===== src/rtl/motion_ramp_controller_if.sv =====
`default_nettype none
// +----------------------------------------------------------------------------+
// | motion_ramp_controller_if                                                  |
// | Command strobe in, conditioned drive request out (toward motor_driver).    |
// | Rev 1.0                                                                    |
// +----------------------------------------------------------------------------+
interface motion_ramp_controller_if;
  logic [2:0]  cmd;
  logic        cmd_valid;
  logic [31:0] target_duty;
  logic [2:0]  motor_out;
  logic [31:0] period;
  logic [31:0] duty_cycle;
  logic        busy;
  logic        at_speed;

  modport master (
    output cmd, cmd_valid, target_duty,
    input  motor_out, period, duty_cycle, busy, at_speed
  );

  modport slave (
    input  cmd, cmd_valid, target_duty,
    output motor_out, period, duty_cycle, busy, at_speed
  );
endinterface
`default_nettype wire


===== src/rtl/motion_ramp_controller.sv =====
`default_nettype none
// +----------------------------------------------------------------------------+
// | motion_ramp_controller                                                     |
// | Slews duty toward the commanded target; reversals brake, dwell, then go.   |
// | Rev 1.0                                                                    |
// +----------------------------------------------------------------------------+
module motion_ramp_controller #(
  parameter int unsigned PERIOD     = 1000,
  parameter int unsigned TICK_DIV   = 1000,
  parameter int unsigned STEP       = 10,
  parameter int unsigned DEAD_TICKS = 50
) (
  input  logic                           clk,
  input  logic                           rst_n,
  motion_ramp_controller_if.slave        bus
);

  localparam logic [1:0]  S_STOPPED   = 2'd0;
  localparam logic [1:0]  S_DRIVE     = 2'd1;
  localparam logic [1:0]  S_BRAKE     = 2'd2;
  localparam logic [1:0]  S_DEAD      = 2'd3;

  localparam logic [2:0]  C_CMD_STOP  = 3'd4;
  localparam logic [31:0] C_PERIOD    = 32'(PERIOD);
  localparam logic [31:0] C_STEP      = 32'(STEP);
  localparam logic [31:0] C_TICK_LAST = 32'(TICK_DIV - 1);
  localparam logic [31:0] C_DEAD      = 32'(DEAD_TICKS);

  logic [2:0]  r_p_cmd;
  logic [31:0] r_p_tgt;
  logic [31:0] r_presc;
  logic [1:0]  r_state;
  logic [2:0]  r_cur_dir;
  logic [31:0] r_duty;
  logic [31:0] r_dead_cnt;
  logic [2:0]  r_motor_out;
  logic        r_busy;
  logic        r_at_speed;

  logic        w_tick;
  logic [2:0]  w_cmd_norm;
  logic [31:0] w_tgt_clamp;
  logic        w_dir_cmd;
  logic [32:0] w_duty_up;
  logic [32:0] w_tgt_up;
  logic [31:0] w_slew;
  logic [31:0] w_brake;

  logic [1:0]  w_state_nxt;
  logic [2:0]  w_dir_nxt;
  logic [31:0] w_duty_nxt;
  logic [31:0] w_dead_nxt;
  logic [2:0]  w_motor_nxt;
  logic        w_busy_nxt;
  logic        w_at_speed_nxt;

  // ---------------------------------------------------------------------------
  // Pending command: latest strobe wins, invalid codes collapse to stop.
  // ---------------------------------------------------------------------------
  assign w_cmd_norm  = (bus.cmd > C_CMD_STOP) ? C_CMD_STOP : bus.cmd;
  assign w_tgt_clamp = (bus.target_duty > C_PERIOD) ? C_PERIOD : bus.target_duty;

  always_ff @(posedge clk or negedge rst_n) begin
    if (!rst_n) begin
      r_p_cmd <= C_CMD_STOP;
      r_p_tgt <= '0;
    end else if (bus.cmd_valid) begin
      r_p_cmd <= w_cmd_norm;
      r_p_tgt <= w_tgt_clamp;
    end
  end

  // ---------------------------------------------------------------------------
  // Free-running ramp tick prescaler.
  // ---------------------------------------------------------------------------
  assign w_tick = (r_presc == C_TICK_LAST);

  always_ff @(posedge clk or negedge rst_n) begin
    if (!rst_n) begin
      r_presc <= '0;
    end else if (w_tick) begin
      r_presc <= '0;
    end else begin
      r_presc <= r_presc + 32'd1;
    end
  end

  // ---------------------------------------------------------------------------
  // Slew arithmetic. The upward sum is one bit wider so a large STEP near the
  // top of the range cannot wrap past the target.
  // ---------------------------------------------------------------------------
  assign w_dir_cmd = (r_p_cmd != C_CMD_STOP);
  assign w_duty_up = {1'b0, r_duty} + {1'b0, C_STEP};
  assign w_tgt_up  = {1'b0, r_p_tgt} + {1'b0, C_STEP};
  assign w_brake   = (r_duty > C_STEP) ? (r_duty - C_STEP) : '0;

  always_comb begin
    w_slew = r_p_tgt;
    if (r_duty < r_p_tgt) begin
      w_slew = (w_duty_up > {1'b0, r_p_tgt}) ? r_p_tgt : w_duty_up[31:0];
    end else if (w_tgt_up < {1'b0, r_duty}) begin
      w_slew = r_duty - C_STEP;
    end
  end

  // ---------------------------------------------------------------------------
  // State machine next-state logic.
  // ---------------------------------------------------------------------------
  always_comb begin
    w_state_nxt = r_state;
    w_dir_nxt   = r_cur_dir;
    w_duty_nxt  = r_duty;
    w_dead_nxt  = r_dead_cnt;

    case (r_state)
      S_STOPPED: begin
        w_duty_nxt = '0;
        if (w_dir_cmd) begin
          w_state_nxt = S_DRIVE;
          w_dir_nxt   = r_p_cmd;
        end
      end

      S_DRIVE: begin
        if (r_p_cmd != r_cur_dir) begin
          w_state_nxt = S_BRAKE;
        end else if (w_tick) begin
          w_duty_nxt = w_slew;
        end
      end

      S_BRAKE: begin
        // Same direction requested again: resume without a dead-time dwell.
        if (r_p_cmd == r_cur_dir) begin
          w_state_nxt = S_DRIVE;
        end else if (r_duty == '0) begin
          w_state_nxt = S_DEAD;
          w_dead_nxt  = C_DEAD;
        end else if (w_tick) begin
          w_duty_nxt = w_brake;
        end
      end

      S_DEAD: begin
        w_duty_nxt = '0;
        if (r_dead_cnt == '0) begin
          w_state_nxt = S_STOPPED;
        end else if (w_tick) begin
          w_dead_nxt = r_dead_cnt - 32'd1;
        end
      end

      default: begin
        w_state_nxt = S_STOPPED;
        w_duty_nxt  = '0;
      end
    endcase
  end

  // Outputs are derived from the next state so they register on the same edge.
  always_comb begin
    w_motor_nxt    = C_CMD_STOP;
    w_busy_nxt     = 1'b0;
    w_at_speed_nxt = 1'b0;
    if ((w_state_nxt == S_DRIVE) || (w_state_nxt == S_BRAKE)) begin
      w_motor_nxt = w_dir_nxt;
    end
    if ((w_state_nxt == S_BRAKE) || (w_state_nxt == S_DEAD)) begin
      w_busy_nxt = 1'b1;
    end
    if ((w_state_nxt == S_DRIVE) && (w_duty_nxt == r_p_tgt)) begin
      w_at_speed_nxt = 1'b1;
    end
  end

  always_ff @(posedge clk or negedge rst_n) begin
    if (!rst_n) begin
      r_state     <= S_STOPPED;
      r_cur_dir   <= C_CMD_STOP;
      r_duty      <= '0;
      r_dead_cnt  <= '0;
      r_motor_out <= C_CMD_STOP;
      r_busy      <= 1'b0;
      r_at_speed  <= 1'b0;
    end else begin
      r_state     <= w_state_nxt;
      r_cur_dir   <= w_dir_nxt;
      r_duty      <= w_duty_nxt;
      r_dead_cnt  <= w_dead_nxt;
      r_motor_out <= w_motor_nxt;
      r_busy      <= w_busy_nxt;
      r_at_speed  <= w_at_speed_nxt;
    end
  end

  assign bus.motor_out  = r_motor_out;
  assign bus.period     = C_PERIOD;
  assign bus.duty_cycle = r_duty;
  assign bus.busy       = r_busy;
  assign bus.at_speed   = r_at_speed;

endmodule
`default_nettype wire


===== src/flat_wrapper.sv =====
// flat-port wrapper written by rule: the top's interface ports become plain ports
module motion_ramp_controller_flat 
#(
  parameter int unsigned PERIOD     = 1000,
  parameter int unsigned TICK_DIV   = 1000,
  parameter int unsigned STEP       = 10,
  parameter int unsigned DEAD_TICKS = 50
)
  (clk, rst_n, bus_cmd, bus_cmd_valid, bus_target_duty, bus_motor_out, bus_period, bus_duty_cycle, bus_busy, bus_at_speed);
  motion_ramp_controller_if bus_i ();
  input  logic clk;
  input  logic rst_n;
  input wire logic [$bits(bus_i.cmd)-1:0] bus_cmd;
  input wire logic [$bits(bus_i.cmd_valid)-1:0] bus_cmd_valid;
  input wire logic [$bits(bus_i.target_duty)-1:0] bus_target_duty;
  output wire logic [$bits(bus_i.motor_out)-1:0] bus_motor_out;
  output wire logic [$bits(bus_i.period)-1:0] bus_period;
  output wire logic [$bits(bus_i.duty_cycle)-1:0] bus_duty_cycle;
  output wire logic [$bits(bus_i.busy)-1:0] bus_busy;
  output wire logic [$bits(bus_i.at_speed)-1:0] bus_at_speed;
  assign bus_i.cmd = bus_cmd;
  assign bus_i.cmd_valid = bus_cmd_valid;
  assign bus_i.target_duty = bus_target_duty;
  assign bus_motor_out = bus_i.motor_out;
  assign bus_period = bus_i.period;
  assign bus_duty_cycle = bus_i.duty_cycle;
  assign bus_busy = bus_i.busy;
  assign bus_at_speed = bus_i.at_speed;
  motion_ramp_controller #(.PERIOD(PERIOD), .TICK_DIV(TICK_DIV), .STEP(STEP), .DEAD_TICKS(DEAD_TICKS)) u_core (.clk(clk), .rst_n(rst_n), .bus(bus_i));
endmodule

===== config.mk =====
export PLATFORM = sky130hd
export DESIGN_NAME = motion_ramp_controller_flat
export DESIGN_NICKNAME = d
export VERILOG_FILES = /design/src/rtl/motion_ramp_controller_if.sv /design/src/rtl/motion_ramp_controller.sv /design/src/flat_wrapper.sv
export SDC_FILE = /design/constraint.sdc
export NUM_CORES = 1
export LEC_CHECK = 0
export ABC_AREA = 1
export ABC_CLOCK_PERIOD_IN_PS = 4950
export BUFFER_PORTS_ARGS = -buffer_cell sky130_fd_sc_hd__buf_2
export CELL_PAD_IN_SITES_DETAIL_PLACEMENT = 0
export CELL_PAD_IN_SITES_GLOBAL_PLACEMENT = 1
export CORE_MARGIN = 2
export CORE_UTILIZATION = 35
export CTS_BUF_LIST = sky130_fd_sc_hd__clkbuf_8
export DETAILED_ROUTE_END_ITERATION = 12
export GPL_ROUTABILITY_DRIVEN = 0
export MAX_ROUTING_LAYER = met4
export PLACE_DENSITY = 0.68
export REMOVE_ABC_BUFFERS = 1
export SETUP_SLACK_MARGIN = 0.15
export SLEW_MARGIN = 20
export SYNTH_ARGS = -nofsm -noshare
export SYNTH_HDL_FRONTEND = slang
export SYNTH_SLANG_ARGS = --single-unit
export TNS_END_PERCENT = 5

===== constraint.sdc =====
create_clock -name clk -period 4.95 [get_ports clk]
set_clock_uncertainty 0.2 [all_clocks]
set_input_delay 0.2475 -clock clk [delete_from_list [all_inputs] [get_ports clk]]
set_output_delay 0.2475 -clock clk [all_outputs]
set_load 0.01 [all_outputs]

# Yosys cells after proc, flatten, opt, wreduce, memory -nomap -nowiden
# Cells that the tools add are included.
# Widths: inputs -> output; s select.
totals:
  reg_bits: 141
  input_bits: 38
  out_inout_bits: 69
  word_cells: 74
op_classes:
  add_sub_neg: 5
  n_lt_le_gt_ge: 6
  n_eq_ne: 15
  muxes: 29
  n_reduce_logical: 9
op_table:
  columns: ["operator", "n"]
  rows:
  - ["$mux 32", 15]
  - ["$pmux 32 s3", 1]
  - ["$add 32x4->33 const B", 2]
  - ["$logic_not 32->1", 2]
  - ["$pmux 32 s2", 1]
  - ["$gt 33x32->1", 1]
  - ["$lt 33x32->1", 1]
  - ["$add 32x1->32 const B", 1]
  - ["$eq 32x10->1 const B", 1]
  - ["$eq 32x32->1", 1]
  - ["$gt 32x10->1 const B", 1]
  - ["$gt 32x4->1 const B", 1]
  - ["$lt 32x32->1", 1]
  - ["$sub 32x1->32 const B", 1]
  - ["$sub 32x4->32 const B", 1]
  - ["$mux 3", 4]
  - ["$mux 2", 5]
  - ["$eq 2x2->1 const B", 4]
  - ["$pmux 2 s4", 1]
  - ["$reduce_and 5->1", 1]
  - ["$eq 2x1->1 const B", 2]
  - ["$ne 2x1->1 const B", 2]
  - ["$ne 2x2->1 const B", 2]
  - ["$eq 3x3->1", 1]
  - ["9 further kinds", 11]

# Depth between registers and ports, before layout
# Gate-level depths: netlist of the first run.
depth:
  ltp_word: 10
  ltp_mapped: 40
  depth_no_buf: 39

# Least setup slack after synthesis of the first run
# No wires, ideal clock.
synth_path:
  path_kind: "reg2reg"
  startpoint: "reg u_core.r_p_tgt[1]"
  endpoint: "reg u_core.r_at_speed (netlist: u_core.bus.at_speed)"
  setup_time_ns: 0.071
  arrival_time_ns: 4.022
  required_ns: 4.679
  setup_slack_ns: 0.656
  path_stages_with_launch: 36
  n_path_buf: 1
  synth_period_minus_slack_ns: 4.294
  path_cell_list: "dfrtp_1 -> ha_1 -> nor2_1 -> nor2_1 -> nand2_1 -> nor3_1 -> nand3_1 -> nor3_1 -> inv_1 -> nor3_1 -> inv_1 -> nor4_1 -> xor2_1 -> inv_1 -> ha_1 -> nand2_1 -> nor3_1 -> nand2_1 -> nor2_2 -> nor2_4 -> nand2_4 -> inv_2 -> buf_6 -> nand2_1 -> nand2_1 -> a21oi_1 -> nand2_1 -> nand2_1 -> nand2_1 -> nand2_1 -> nand3_1 -> nor2_1 -> nand2_1 -> nor2_1 -> nand2_1 -> nor2_1"
synth_between:
  elab_chain_len: 10
  elab_cells_between_ends: 13
  classes_between: "add/sub: 1; order compare: 3; eq/ne: 1; mux: 7; reduce/logical: 1"
synth_lines:
  columns: ["element", "line", "rtl"]
  rows:
  - ["start: declaration", "motion_ramp_controller.sv:30", "logic [31:0] r_p_tgt;"]
  - ["start signal: assignment", "motion_ramp_controller.sv:69", "r_p_tgt <= w_tgt_clamp;"]
  - ["$add 32x4->33", "motion_ramp_controller.sv:94", "assign w_tgt_up = {1'b0, r_p_tgt} + {1'b0, C_STEP};"]
  - ["$lt 33x32->1", "motion_ramp_controller.sv:101", "end else if (w_tgt_up < {1'b0, r_duty}) begin"]
  - ["$mux 32", "motion_ramp_controller.sv:101", null]
  - ["$mux 32", "motion_ramp_controller.sv:99", "if (r_duty < r_p_tgt) begin"]
  - ["$mux 32", "motion_ramp_controller.sv:127", "end else if (w_tick) begin"]
  - ["$mux 32", "motion_ramp_controller.sv:125", "if (r_p_cmd != r_cur_dir) begin"]
  - ["$pmux 32 s3", "motion_ramp_controller.sv:115", "case (r_state)"]
  - ["$eq 32x32->1 *", "motion_ramp_controller.sv:171", "if ((w_state_nxt == S_DRIVE) && (w_duty_nxt == r_p_tgt)) begin"]
  - ["$logic_and 1x1->1 *", "motion_ramp_controller.sv:171", null]
  - ["$mux 1 *", "motion_ramp_controller.sv:171", null]
  - ["named net u_core.w_at_speed_nxt", "motion_ramp_controller.sv:55", "logic w_at_speed_nxt;"]
  - ["end signal: assignment", "motion_ramp_controller.sv:192", "r_at_speed <= w_at_speed_nxt;"]
  - ["end: declaration", "motion_ramp_controller.sv:38", "logic r_at_speed;"]
# The timed path passes the listed nets; every way through them passes the cells marked *.
# A chain may end at the register's enable or synchronous reset.

# Final worst setup path of the first run
layout_path:
  startpoint: "reg u_core.r_duty[4] (netlist: u_core.bus.duty_cycle[4])"
  endpoint: "reg u_core.r_at_speed (netlist: u_core.bus.at_speed)"
layout_between:
  elab_chain_len: 10
  elab_cells_between_ends: 24
  classes_between: "add/sub: 2; order compare: 4; eq/ne: 2; mux: 14; reduce/logical: 2"
layout_lines:
  columns: ["element", "line", "rtl"]
  rows:
  - ["start: declaration", "motion_ramp_controller.sv:34", "logic [31:0] r_duty;"]
  - ["start signal: assignment", "motion_ramp_controller.sv:188", "r_duty <= w_duty_nxt;"]
  - ["$add 32x4->33", "motion_ramp_controller.sv:93", "assign w_duty_up = {1'b0, r_duty} + {1'b0, C_STEP};"]
  - ["$gt 33x32->1", "motion_ramp_controller.sv:100", "w_slew = (w_duty_up > {1'b0, r_p_tgt}) ? r_p_tgt : w_duty_up[31:0];"]
  - ["$mux 32", "motion_ramp_controller.sv:100", null]
  - ["$mux 32", "motion_ramp_controller.sv:99", null]
  - ["$mux 32", "motion_ramp_controller.sv:127", null]
  - ["$mux 32", "motion_ramp_controller.sv:125", null]
  - ["$pmux 32 s3", "motion_ramp_controller.sv:115", null]
  - ["$eq 32x32->1", "motion_ramp_controller.sv:171", null]
  - ["$logic_and 1x1->1 *", "motion_ramp_controller.sv:171", null]
  - ["$mux 1 *", "motion_ramp_controller.sv:171", null]
  - ["named net u_core.w_at_speed_nxt", "motion_ramp_controller.sv:55", null]
# Marked as above.

==> results of run 1 <==
==> where the power goes <==
| group | leakage [nW] | switching, mW | internal (mW) |
|---|---|---|---|
| Sequential | 1.87 | 0.179 | 1.32 |
| Clock | 0.176 | 0.546 | 0.367 |
| Combinational | 6.67 | 3.37 | 1.81 |
==> Yosys cell counts, types with 3 or more instances <==
| master | number | share of area |
|---|---|---|
| buf_4 | 42 | 0.023 |
| nand2_2 | 9 | 0.0041 |
| o22ai_1 | 23 | 0.010 |
| nand2_4 | 3 | 0.0025 |
| o31ai_1 | 4 | 0.0022 |
| nor3_1 | 38 | 0.014 |
| dfstp_2 | 3 | 0.0057 |
| o21ai_0 | 47 | 0.017 |
| nor3_2 | 5 | 0.0036 |
| clkbuf_1 | 22 | 0.0060 |
| inv_2 | 11 | 0.0030 |
| nand4_1 | 43 | 0.020 |
| nand3_1 | 148 | 0.054 |
| nor2_1 | 244 | 0.067 |
| o21ai_1 | 3 | 0.0011 |
| xnor2_1 | 13 | 0.0083 |
| nor4_1 | 19 | 0.0086 |
| xor2_1 | 108 | 0.069 |
| inv_1 | 291 | 0.079 |
| buf_6 | 6 | 0.0049 |
| nand2_1 | 574 | 0.16 |
| a21oi_1 | 93 | 0.034 |
| nor2_2 | 14 | 0.0064 |
| buf_2 | 22 | 0.0080 |
| clkinv_1 | 8 | 0.0022 |
| nand3_2 | 10 | 0.0073 |
| dfrtp_1 | 138 | 0.25 |
| and3_1 | 3 | 0.0014 |
| a21o_1 | 3 | 0.0016 |
| nor2_4 | 3 | 0.0025 |
| ha_1 | 103 | 0.094 |
| o211ai_1 | 25 | 0.014 |
| or2_2 | 3 | 0.0014 |
==> cell families after synthesis <==
family,count (synthesis)
AO/OA/AOI/OAI,205
AND/OR/NAND/NOR,1131
flip-flops,141
XOR/XNOR,121
adder cells (fa/ha/maj),103
buffers and inverters,405
other,2
==> layer usage <==
| layer | part of all wire | global-route usage | up-vias |
|---|---|---|---|
| met5 | 0 | - | - |
| met4 | 0.029 | 0.0933 | 0 |
| met3 | 0.065 | 0.0274 | 76 |
| met2 | 0.45 | 0.411 | 541 |
| met1 | 0.45 | 0.345 | 6767 |
| li1 | - | - | 7046 |
==> worst max-delay path by stage <==
stage | startpoint | cells after the start | endpoint
global placement | u_core.bus.duty_cycle[4] | 36 | u_core.bus.at_speed
finish | u_core.bus.duty_cycle[4] | 34 | u_core.bus.at_speed
global route | u_core.r_p_tgt[1] | 34 | u_core.bus.at_speed
CTS | u_core.bus.duty_cycle[1] | 37 | u_core.bus.at_speed
detailed placement | u_core.r_p_tgt[1] | 36 | u_core.bus.at_speed
floorplan | u_core.r_p_tgt[1] | 34 | u_core.bus.at_speed
==> flip-flops by register name, summed over array words and instances (netlist names) <==
name                   flops
u_core.bus.at_speed        1
u_core.bus.duty_cycle     32
u_core.r_cur_dir           3
u_core.bus.motor_out       3
u_core.r_state             2
u_core.r_presc            32
u_core.r_p_cmd             3
u_core.r_dead_cnt         32
u_core.bus.busy            1
u_core.r_p_tgt            32
==> through the flow <==
step	cells	setup slack [ps]
4_1_cts	2825	151
3_3_place_gp	2772	33.7
3_5_place_dp	2772	-135
2_1_floorplan	2043	288
6_report	2828	177
5_1_grt	2828	-244
==> repair_timing <==
item	4_1_cts	5_1_grt
setup endpoints to repair	1	16
pin swaps	2	4
hold buffers	19	0
hold endpoints to repair	72	0
resized for setup	23	31
buffers inserted	2	3
==> final cells by class <==
type                            count  area [µm²]
Clock buffer                       18         248
Clock inverter                     14         111
Fill cell                        4239       22600
Inverter                          310        1170
Multi-Input combinational cell   1592        8760
Sequential cell                   141        3540
Tap cell                          518         648
Timing Repair Buffer              235        1690
==> qor.json, run 1 <==
{
  "drv.max_cap_violation_count": 0,
  "totalNegativeSetupSlack_ps": 0,
  "rsz_0062_raised_after_global_routing": "yes",
  "routed_wire_length_per_instance_um": 18.1,
  "drt_pass1_iterations": 6,
  "timing.critical_path.to_type": "register",
  "global_route.overflow_total": 0,
  "drive_gt1_frac": 0.156,
  "worstSkewPairLatency_ps": 530,
  "cts_buffers": 17,
  "synthesis.area_per_instance_um2": 6.53,
  "number_of_warning_messages_in_the_yosys_log": 0,
  "placement.io_buffers": 74,
  "final_nets": 2438,
  "dominantRegCellSynth": "dfrtp_1",
  "report.final.hold_viol_count": 0,
  "worst_pin_slew_ps": 738,
  "drc": 0,
  "synthCells": 2108,
  "via_per_inst": 5.10,
  "core_um2": 38700,
  "max-vdd-ir-drop_mv": 0.228,
  "tritoncts": "done",
  "number_of_global_route_vias_before_repair": 14000,
  "synth_simple_gate_area_share": 0.360,
  "hold_ws_ps": 96.9,
  "worst-path-buf-inv": 3,
  "async_flop_share": 1.00,
  "placement.cell_area_um2": 15400,
  "synth-xor-area-share": 0.0770,
  "final_min_period_over_clock_period": 0.964,
  "area_growth_pct": 17.4,
  "grt_pass1_wl_mm": 79.5,
  "wl_mm": 51.2,
  "cpPeakStageDelay_ps": 430,
  "layout.core_utilization": 0.417,
  "power_per_cell_area_nw_per_um2": 469,
  "timing.rr.end": "u_core.bus.at_speed",
  "setup.worst_path.class": "reg -> reg",
  "setup_viol": 0,
  "route.antenna.remaining_nets": 0,
  "vias": 14400,
  "postSynthRegisterBits": 141,
  "cpMostUsedCell": "nand2_1",
  "design.die.area_um2": 41000,
  "fin_crit_ps": 4770,
  "synth.yosys.seq_area_share": 0.256,
  "cts.htree.levels": 4,
  "relSlewSlack": 0.507,
  "drt-initial-drc-count": 1193,
  "overall_global_routing_usage": 0.260,
  "initial_cell_density_of_the_core": 0.356,
  "largest_net_degree_at_the_start_of_global_routing": 62,
  "synth_top_family_by_area": "simple AND/OR/NAND/NOR gates",
  "synthDistinctLibCells": 51,
  "r2r_cell_count": 34,
  "site_rows": 72,
  "most_common_cell_after_layout_fill_and_taps_aside": "nand2_1",
  "arr_time_crit_path_ps": 5030,
  "start_kind": "register",
  "critical_path_peak_fanout": 28,
  "final-max-slew-violation-count": 0,
  "status": "finished clean",
  "synth_compound_gate_area_share": 0.0839,
  "power_mw": 7.58,
  "grt_antenna_before_repair": 0,
  "stdcell_area_um2": 16200,
  "crit_reg_reg_startpoint": "u_core.bus.duty_cycle[4]",
  "power_leakage_nw": 8.72,
  "synth_edf_count": 0,
  "worstPathRequired_ps": 5210,
  "timing.fmax_ghz": 0.209,
  "clk_transition_reported_paths_ps": 100,
  "synth.mux.area_fraction": 0,
  "synth_adder_area_share": 0.0936,
  "cts.path.max_buffers": 2,
  "dp_hpwl_mm": 38.3,
  "floorplan.io_pins": 107,
  "clock-root-buffer": "clkbuf_8",
  "critPathSlowestCell": "dfrtp_2",
  "cts.sink_count": 141,
  "diodes": 0,
  "chipHeight_um": 202,
  "synth.cell_area_um2": 13800,
  "timing.critical_path.max_delay_family": "simple AND/OR/NAND/NOR gates",
  "final_cell_mix": "564 x nand2_1, 290 x inv_1, 230 x nor2_1",
  "worst-r2r-setup-slack_ps": 180,
  "horizontal_die_dimension_um": 202,
  "min-delay-path-class": "in -> async"
}
No activity file was read; power rests on OpenSTA's default activity.
==> inputs of run 2 (changes only) <==
--- a/config.mk
+++ b/config.mk
@@ -10,7 +10,7 @@
 export BUFFER_PORTS_ARGS = -buffer_cell sky130_fd_sc_hd__buf_2
 export CELL_PAD_IN_SITES_DETAIL_PLACEMENT = 0
 export CELL_PAD_IN_SITES_GLOBAL_PLACEMENT = 1
-export CORE_MARGIN = 2
+export CORE_MARGIN = 10
 export CORE_UTILIZATION = 35
 export CTS_BUF_LIST = sky130_fd_sc_hd__clkbuf_8
 export DETAILED_ROUTE_END_ITERATION = 12
==> run 2 against run 1 <==
  * Combinational power increased by 3.9%
  * Power is 3.1% higher
  * Flip-flop and latch count unchanged
  * Maximum frequency hardly changed
  * Non-clock buffer count is 17 higher
  * Die area is 16% higher
  * Worst hold slack got worse by 19 ps
  * Clock power grew 6.4%
  * First-iteration DRC count fell by 2.3%
  * Clock-buffer cell count is the same
==> qor.json, run 2 (synthesis gave the netlist of run 1 again) <==
{
  "drv.max_cap_violation_count": {"value": 0, "change": "unchanged"},
  "critPathSlowestCell": "dfrtp_1",
  "p_int": {"value": 3.67, "unit": "mW", "change": "+5.2%"},
  "via_per_inst": {"value": 5.02, "change": "-1.7%"},
  "stdcell_area": {"value": 16300, "unit": "µm²", "change": "+0.92%"},
  "hold_ws": {"value": 77.9, "unit": "ps", "change": "-19.0 ps"},
  "vias": {"value": 14300, "change": "-1.1%"},
  "number_of_global_route_vias_before_repair": {"value": 14000, "change": "+0.022%"},
  "chipHeight": {"value": 218, "unit": "µm", "change": "+7.9%"},
  "status": "finished clean",
  "worstPathRequired": {"value": 5200, "unit": "ps", "change": "about the same"},
  "relSlewSlack": {"value": 0.339, "change": "-0.168"},
  "power": {"value": 7.82, "unit": "mW", "change": "+3.1%"},
  "fin_crit": {"value": 4770, "unit": "ps", "change": "-3.51 ps"},
  "cts_buffers": {"value": 17, "change": "unchanged"},
  "most_common_cell_after_layout_fill_and_taps_aside": "nand2_1",
  "max-vdd-ir-drop": {"value": 0.348, "unit": "mV", "change": "+53%"},
  "sw_frac_of_total": {"value": 0.530, "change": "-0.00946"},
  "final_cell_mix": "564 x nand2_1, 289 x inv_1, 232 x nor2_1",
  "timing.critical_path.to_type": "register",
  "grt_pass1_wl": {"value": 80.4, "unit": "mm", "change": "+1.1%"},
  "largest_net_degree_at_the_start_of_global_routing": {"value": 54, "change": "-13%"},
  "setup.worst_path.class": "reg -> reg",
  "dp_hpwl": {"value": 39.5, "unit": "mm", "change": "+3.1%"},
  "tritoncts": "done",
  "wl": {"value": 52.0, "unit": "mm", "change": "+1.6%"},
  "site_rows": {"value": 72, "change": "unchanged"},
  "floorplan.io_pins": {"value": 107, "change": "unchanged"},
  "area_growth_pct": 18.5,
  "global_route.overflow_total": {"value": 0, "change": "unchanged"},
  "power_frac_comb": {"value": 0.688, "change": "+0.005"},
  "drive_gt1_frac": {"value": 0.159, "change": "+0.00359"},
  "worst_pin_slew": {"value": 986, "unit": "ps", "change": "+247 ps"},
  "netSwitchingPower": {"value": 4.15, "unit": "mW", "change": "+1.3%"},
  "final_min_period_over_clock_period": {"value": 0.964, "change": "about the same"},
  "power_leakage": {"value": 8.79, "unit": "nW", "change": "+0.82%"},
  "critical_path_peak_fanout": {"value": 19, "change": "-32%"},
  "placement.io_buffers": {"value": 74, "change": "unchanged"},
  "cts.sink_count": {"value": 141, "change": "unchanged"},
  "cpPeakStageDelay": {"value": 430, "unit": "ps", "change": "about the same"},
  "routed_wire_length_per_instance": {"value": 18.3, "unit": "µm", "change": "+0.94%"},
  "power_per_cell_area": {"value": 479, "unit": "nW/µm²", "change": "+2.2%"},
  "setup_viol": {"value": 0, "change": "unchanged"},
  "cpMostUsedCell": "nand2_1",
  "report.final.hold_viol_count": {"value": 0, "change": "unchanged"},
  "placement.cell_area": {"value": 15500, "unit": "µm²", "change": "+1.0%"},
  "core": {"value": 38700, "unit": "µm²", "change": "unchanged"},
  "rsz_0062_raised_after_global_routing": "yes",
  "overall_global_routing_usage": {"value": 0.223, "change": "-0.0367"},
  "drt-initial-drc-count": {"value": 1165, "change": "-2.3%"},
  "horizontal_die_dimension": {"value": 218, "unit": "µm", "change": "+7.9%"},
  "timing.fmax": {"value": 0.210, "unit": "GHz", "change": "about the same"},
  "fin_cells": {"value": 2846, "change": "+0.64%"},
  "start_kind": "register",
  "clk_transition_reported_paths": {"value": 110, "unit": "ps", "change": "about the same"},
  "drc": {"value": 0, "change": "unchanged"},
  "final_nets": {"value": 2455, "change": "+0.70%"},
  "place_inst": {"value": 2788, "change": "+0.58%"},
  "route.antenna.remaining_nets": {"value": 0, "change": "unchanged"},
  "cts.path.max_buffers": {"value": 2, "change": "unchanged"},
  "final-max-slew-violation-count": {"value": 0, "change": "unchanged"},
  "initial_cell_density_of_the_core": {"value": 0.356, "change": "unchanged"},
  "arr_time_crit_path": {"value": 5020, "unit": "ps", "change": "about the same"},
  "design.die.area": {"value": 47700, "unit": "µm²", "change": "+16%"},
  "power.share.sequential": {"value": 0.187, "change": "-0.010"},
  "cts.htree.levels": {"value": 4, "change": "unchanged"},
  "min-delay-path-class": "in -> async",
  "worstSkewPairLatency": {"value": 510, "unit": "ps", "change": "-20 ps"},
  "clock-root-buffer": "clkbuf_8",
  "power.clock.fraction": {"value": 0.124, "change": "+0.004"},
  "drt_pass1_iterations": {"value": 6, "change": "unchanged"},
  "grt_antenna_before_repair": {"value": 1, "change": "+1"}
}
[run 2: cell count changes in the layout (fill, tap and decap cells not counted), sizes merged]
| cell | delta |
|---|---|
| clkinv | +1 |
| inv | -1 |
| bufinv | +1 |
| diode | +1 |
| buf | +17 |
| clkinvlp | -1 |
[run 2: power by group through the flow]
stage	sequential [mW]	combinational, mW	clock (mW)
floorplan	1.60	2.89	0
global placement	1.48	5.20	0
detailed placement	1.49	5.23	0
CTS	1.46	5.28	1.00
global route	1.49	5.93	1.04
finish	1.47	5.38	0.970
[run 2: final timing paths]
check | cells after the start | to | startpoint | slack, ps
max | 35 | u_core.bus.at_speed | u_core.bus.duty_cycle[4] | 180
min | 2 | u_core.bus.duty_cycle[10] | rst_n | 80
max reg2reg | 35 | u_core.bus.at_speed | u_core.bus.duty_cycle[4] | 180
min reg2reg | 1 | u_core.r_presc[16] | u_core.r_presc[16] | 290
max in group asynchronous | 3 | u_core.r_cur_dir[1] | rst_n | 3420
min in group clk | 4 | u_core.r_p_cmd[2] | bus_cmd_valid | 120
[run 2: layout make-up]
| cell class | count | area (µm²) |
|---|---|---|
| clock buffer | 18 | 248 |
| antenna | 1 | 2.50 |
| inverter | 310 | 1170 |
| clock inverter | 14 | 134 |
| tap | 518 | 648 |
| timing repair buffer | 252 | 1850 |
| multi-input combinational | 1592 | 8730 |
| sequential | 141 | 3530 |
| fill | 4192 | 22400 |
[run 2: routing by layer]
metal,part of all wire,GRT usage,wire [µm],vias to the layer above
met4,0.024,0.0699,1260,0
li1,-,-,-,7076
met2,0.46,0.350,23700,466
met5,0,-,0,-
met3,0.058,0.0280,3010,61
met1,0.46,0.294,24000,6672
[run 2: per-stage QoR]
step                 util  TNS [ps]  setup WS [ps]
finish              0.421         0            180
detailed placement  0.401      -165           -165
floorplan               -         0            288
global route        0.421      -198           -198
global placement    0.401      -164           -164
CTS                 0.418         0            153
[run 2: worst max-delay path: cells and delay by family (launching register included)]
| kind | cells | cell delay, ps |
|---|---|---|
| AND/OR/NAND/NOR | 23 | 2230 |
| adder cells (fa/ha/maj) | 1 | 270 |
| buffers and inverters | 10 | 1300 |
| XOR/XNOR | 1 | 260 |
| flip-flops | 1 | 430 |
[run 2: repair_timing]
item	in CTS	in global routing
endpoints found under the hold margin	64	0
hold buffers	19	0
pin swaps	3	15
setup endpoints to repair	1	28
gates resized for setup	17	29
setup buffers	1	5
==> inputs of run 3 (changes only) <==
--- a/config.mk
+++ b/config.mk
@@ -15,6 +15,7 @@
 export CTS_BUF_LIST = sky130_fd_sc_hd__clkbuf_8
 export DETAILED_ROUTE_END_ITERATION = 12
 export GPL_ROUTABILITY_DRIVEN = 0
+export GPL_TIMING_DRIVEN = 0
 export MAX_ROUTING_LAYER = met4
 export PLACE_DENSITY = 0.68
 export REMOVE_ABC_BUFFERS = 1
==> run 3 against run 2 <==
  * The run now ends with setup timing left
  * Worst hold slack worse by 55 ps
  * Cell area is 2.0% higher
  * First-iteration DRC count fell by 4.5%
  * Non-clock buffer count down 56
  * Setup slack worse by 210 ps
  * Flip-flop and latch count is the same
  * Clock-buffer cell count is 2 higher
  * Maximum frequency down 4.3%
  * Global-route usage rose by 0.051 points
  * Highest routed layer unchanged
==> qor.json, run 3 (synthesis gave the netlist of run 1 again) <==
{
  "most_common_cell_after_layout_fill_and_taps_aside": "nand2_1",
  "placement.io_buffers": {"value": 74, "change": "unchanged"},
  "clk_transition_reported_paths": {"value": 110, "unit": "ps", "change": "about the same"},
  "design.die.area": {"value": 47700, "unit": "µm²", "change": "unchanged"},
  "drt-initial-drc-count": {"value": 1112, "change": "-4.5%"},
  "final_cell_mix": "541 x nand2_1, 286 x inv_1, 217 x nor2_1",
  "via_per_inst": {"value": 5.18, "change": "+3.3%"},
  "setup_viol": {"value": 1, "change": "+1"},
  "totalNegativeSetupSlack": {"value": -32.3, "unit": "ps", "change": "-32.3 ps"},
  "report.final.hold_viol_count": {"value": 0, "change": "unchanged"},
  "vias": {"value": 14500, "change": "+1.5%"},
  "horizontal_die_dimension": {"value": 218, "unit": "µm", "change": "unchanged"},
  "worstPathRequired": {"value": 5220, "unit": "ps", "change": "+20 ps"},
  "relSlewSlack": {"value": 0.340, "change": "+0.00151"},
  "initial_cell_density_of_the_core": {"value": 0.356, "change": "unchanged"},
  "setup.worst_path.class": "reg -> reg",
  "routed_wire_length_per_instance": {"value": 18.8, "unit": "µm", "change": "+2.8%"},
  "core": {"value": 38700, "unit": "µm²", "change": "unchanged"},
  "global_route.overflow_total": {"value": 0, "change": "unchanged"},
  "site_rows": {"value": 72, "change": "unchanged"},
  "start_kind": "register",
  "power_per_cell_area": {"value": 488, "unit": "nW/µm²", "change": "+1.8%"},
  "cpPeakStageDelay": {"value": 370, "unit": "ps", "change": "-60 ps"},
  "worst-path-buf-inv": {"value": 4, "change": "-6"},
  "tritoncts": "done",
  "min-delay-path-class": "in -> async",
  "rsz_0062_raised_after_global_routing": "yes",
  "final_nets": {"value": 2406, "change": "-2.0%"},
  "floorplan.io_pins": {"value": 107, "change": "unchanged"},
  "timing.critical_path.max_delay_family": "simple AND/OR/NAND/NOR gates",
  "drive_gt1_frac": {"value": 0.176, "change": "+0.0170"},
  "timing.fmax": {"value": 0.201, "unit": "GHz", "change": "-4.3%"},
  "cts_buffers": {"value": 17, "change": "unchanged"},
  "drt_pass1_iterations": {"value": 6, "change": "unchanged"},
  "largest_net_degree_at_the_start_of_global_routing": {"value": 73, "change": "+35%"},
  "drc": {"value": 0, "change": "unchanged"},
  "grt_pass1_wl": {"value": 80.0, "unit": "mm", "change": "-0.52%"},
  "cts.path.max_buffers": {"value": 2, "change": "unchanged"},
  "number_of_global_route_vias_before_repair": {"value": 13500, "change": "-3.1%"},
  "wl": {"value": 52.6, "unit": "mm", "change": "+1.0%"},
  "chipHeight": {"value": 218, "unit": "µm", "change": "unchanged"},
  "worst_slack": {"value": -32.3, "unit": "ps", "change": "-212 ps"},
  "critPathSlowestCell": "dfrtp_1",
  "final-max-slew-violation-count": {"value": 0, "change": "unchanged"},
  "status": "complete, but fails checks",
  "fin_crit": {"value": 4980, "unit": "ps", "change": "+212 ps"},
  "layout.core_utilization": {"value": 0.430, "change": "+0.00862"},
  "max-vdd-ir-drop": {"value": 0.285, "unit": "mV", "change": "-18%"},
  "route.antenna.remaining_nets": {"value": 0, "change": "unchanged"},
  "final_min_period_over_clock_period": {"value": 1.01, "change": "+0.0429"},
  "place_inst": {"value": 2643, "change": "-5.2%"},
  "worst_pin_slew": {"value": 990, "unit": "ps", "change": "+3.83 ps"},
  "grt_antenna_before_repair": {"value": 0, "change": "-1"},
  "drv.max_cap_violation_count": {"value": 0, "change": "unchanged"},
  "dp_hpwl": {"value": 36.7, "unit": "mm", "change": "-7.1%"},
  "worstSkewPairLatency": {"value": 540, "unit": "ps", "change": "+30 ps"},
  "critical_path_peak_fanout": {"value": 5, "change": "-14"},
  "area_growth_pct": 20.9,
  "overall_global_routing_usage": {"value": 0.224, "change": "+0.000509"},
  "arr_time_crit_path": {"value": 5250, "unit": "ps", "change": "+230 ps"},
  "cts.sink_count": {"value": 141, "change": "unchanged"},
  "power": {"value": 8.12, "unit": "mW", "change": "+3.9%"},
  "cts.htree.levels": {"value": 4, "change": "unchanged"},
  "diodes": {"value": 0, "change": "-1"},
  "fin_cells": {"value": 2796, "change": "-1.8%"},
  "clock-root-buffer": "clkbuf_8",
  "power_leakage": {"value": 8.81, "unit": "nW", "change": "+0.17%"},
  "timing.critical_path.to_type": "register",
  "failed_checks": "setup timing"
}
## run 3: final timing paths
path / startpoint / end / slack [ps] / cells after the start
max in group asynchronous: rst_n / u_core.r_dead_cnt[15] / 3710 / 3
setup / recovery: u_core.r_p_tgt[1] / u_core.bus.at_speed / -30 / 35
hold reg to reg: u_core.r_presc[0] / u_core.r_presc[0] / 260 / 1
setup reg to reg: u_core.r_p_tgt[1] / u_core.bus.at_speed / -30 / 35
min in group clk: bus_target_duty[17] / u_core.r_p_tgt[4] / 80 / 6
hold / removal: rst_n / u_core.bus.duty_cycle[8] / 20 / 2
## run 3: layout make-up
type | instances | area [µm²]
clock buffer | 20 | 275
clock inverter | 12 | 159
fill | 4154 | 22100
inverter | 310 | 1170
multi-input combinational | 1599 | 9260
sequential | 141 | 3560
tap | 518 | 648
timing repair buffer | 196 | 1570
## run 3: worst register-to-register path: cells and delay by family (launching register included)
family	cells	cell delay [ps]
buffers and inverters	4	500
AO/OA/AOI/OAI	2	130
XOR/XNOR	1	110
AND/OR/NAND/NOR	26	3160
adder cells (fa/ha/maj)	2	460
flip-flops	1	370
## run 3: metrics by stage
| step | hold slack (ps) | instance area [µm²] | worst slack (ps) |
|---|---|---|---|
| after floorplan | -248 | 13300 | 288 |
| after global placement | 247 | 14300 | -2580 |
| after detailed placement | 40.6 | 14500 | -2050 |
| after CTS | 41.2 | 15800 | -171 |
| after global routing | 99.9 | 16600 | -265 |
| final | 23.1 | 16600 | -32.3 |
## run 3: routing by layer
layer | vias to the layer above | GRT usage | share of wire
li1 | 7002 | - | -
met5 | - | - | 0
met3 | 95 | 0.0254 | 0.062
met1 | 6849 | 0.303 | 0.46
met4 | 0 | 0.0791 | 0.029
met2 | 542 | 0.339 | 0.45
## run 3: where the power goes
group	internal, mW	switching (mW)	leakage (nW)	total [mW]
clock network	0.542	0.551	0.215	1.09
registers	1.32	0.277	1.85	1.60
logic	1.90	3.53	6.74	5.43
## run 3: repair_timing
item / CTS / global route
cloned: 7 / 1
gates resized for setup: 87 / 79
hold buffers: 19 / 0
endpoints found under the setup margin: 33 / 31
pin swaps: 27 / 54
setup buffers: 36 / 58
endpoints found under the hold margin: 147 / 0
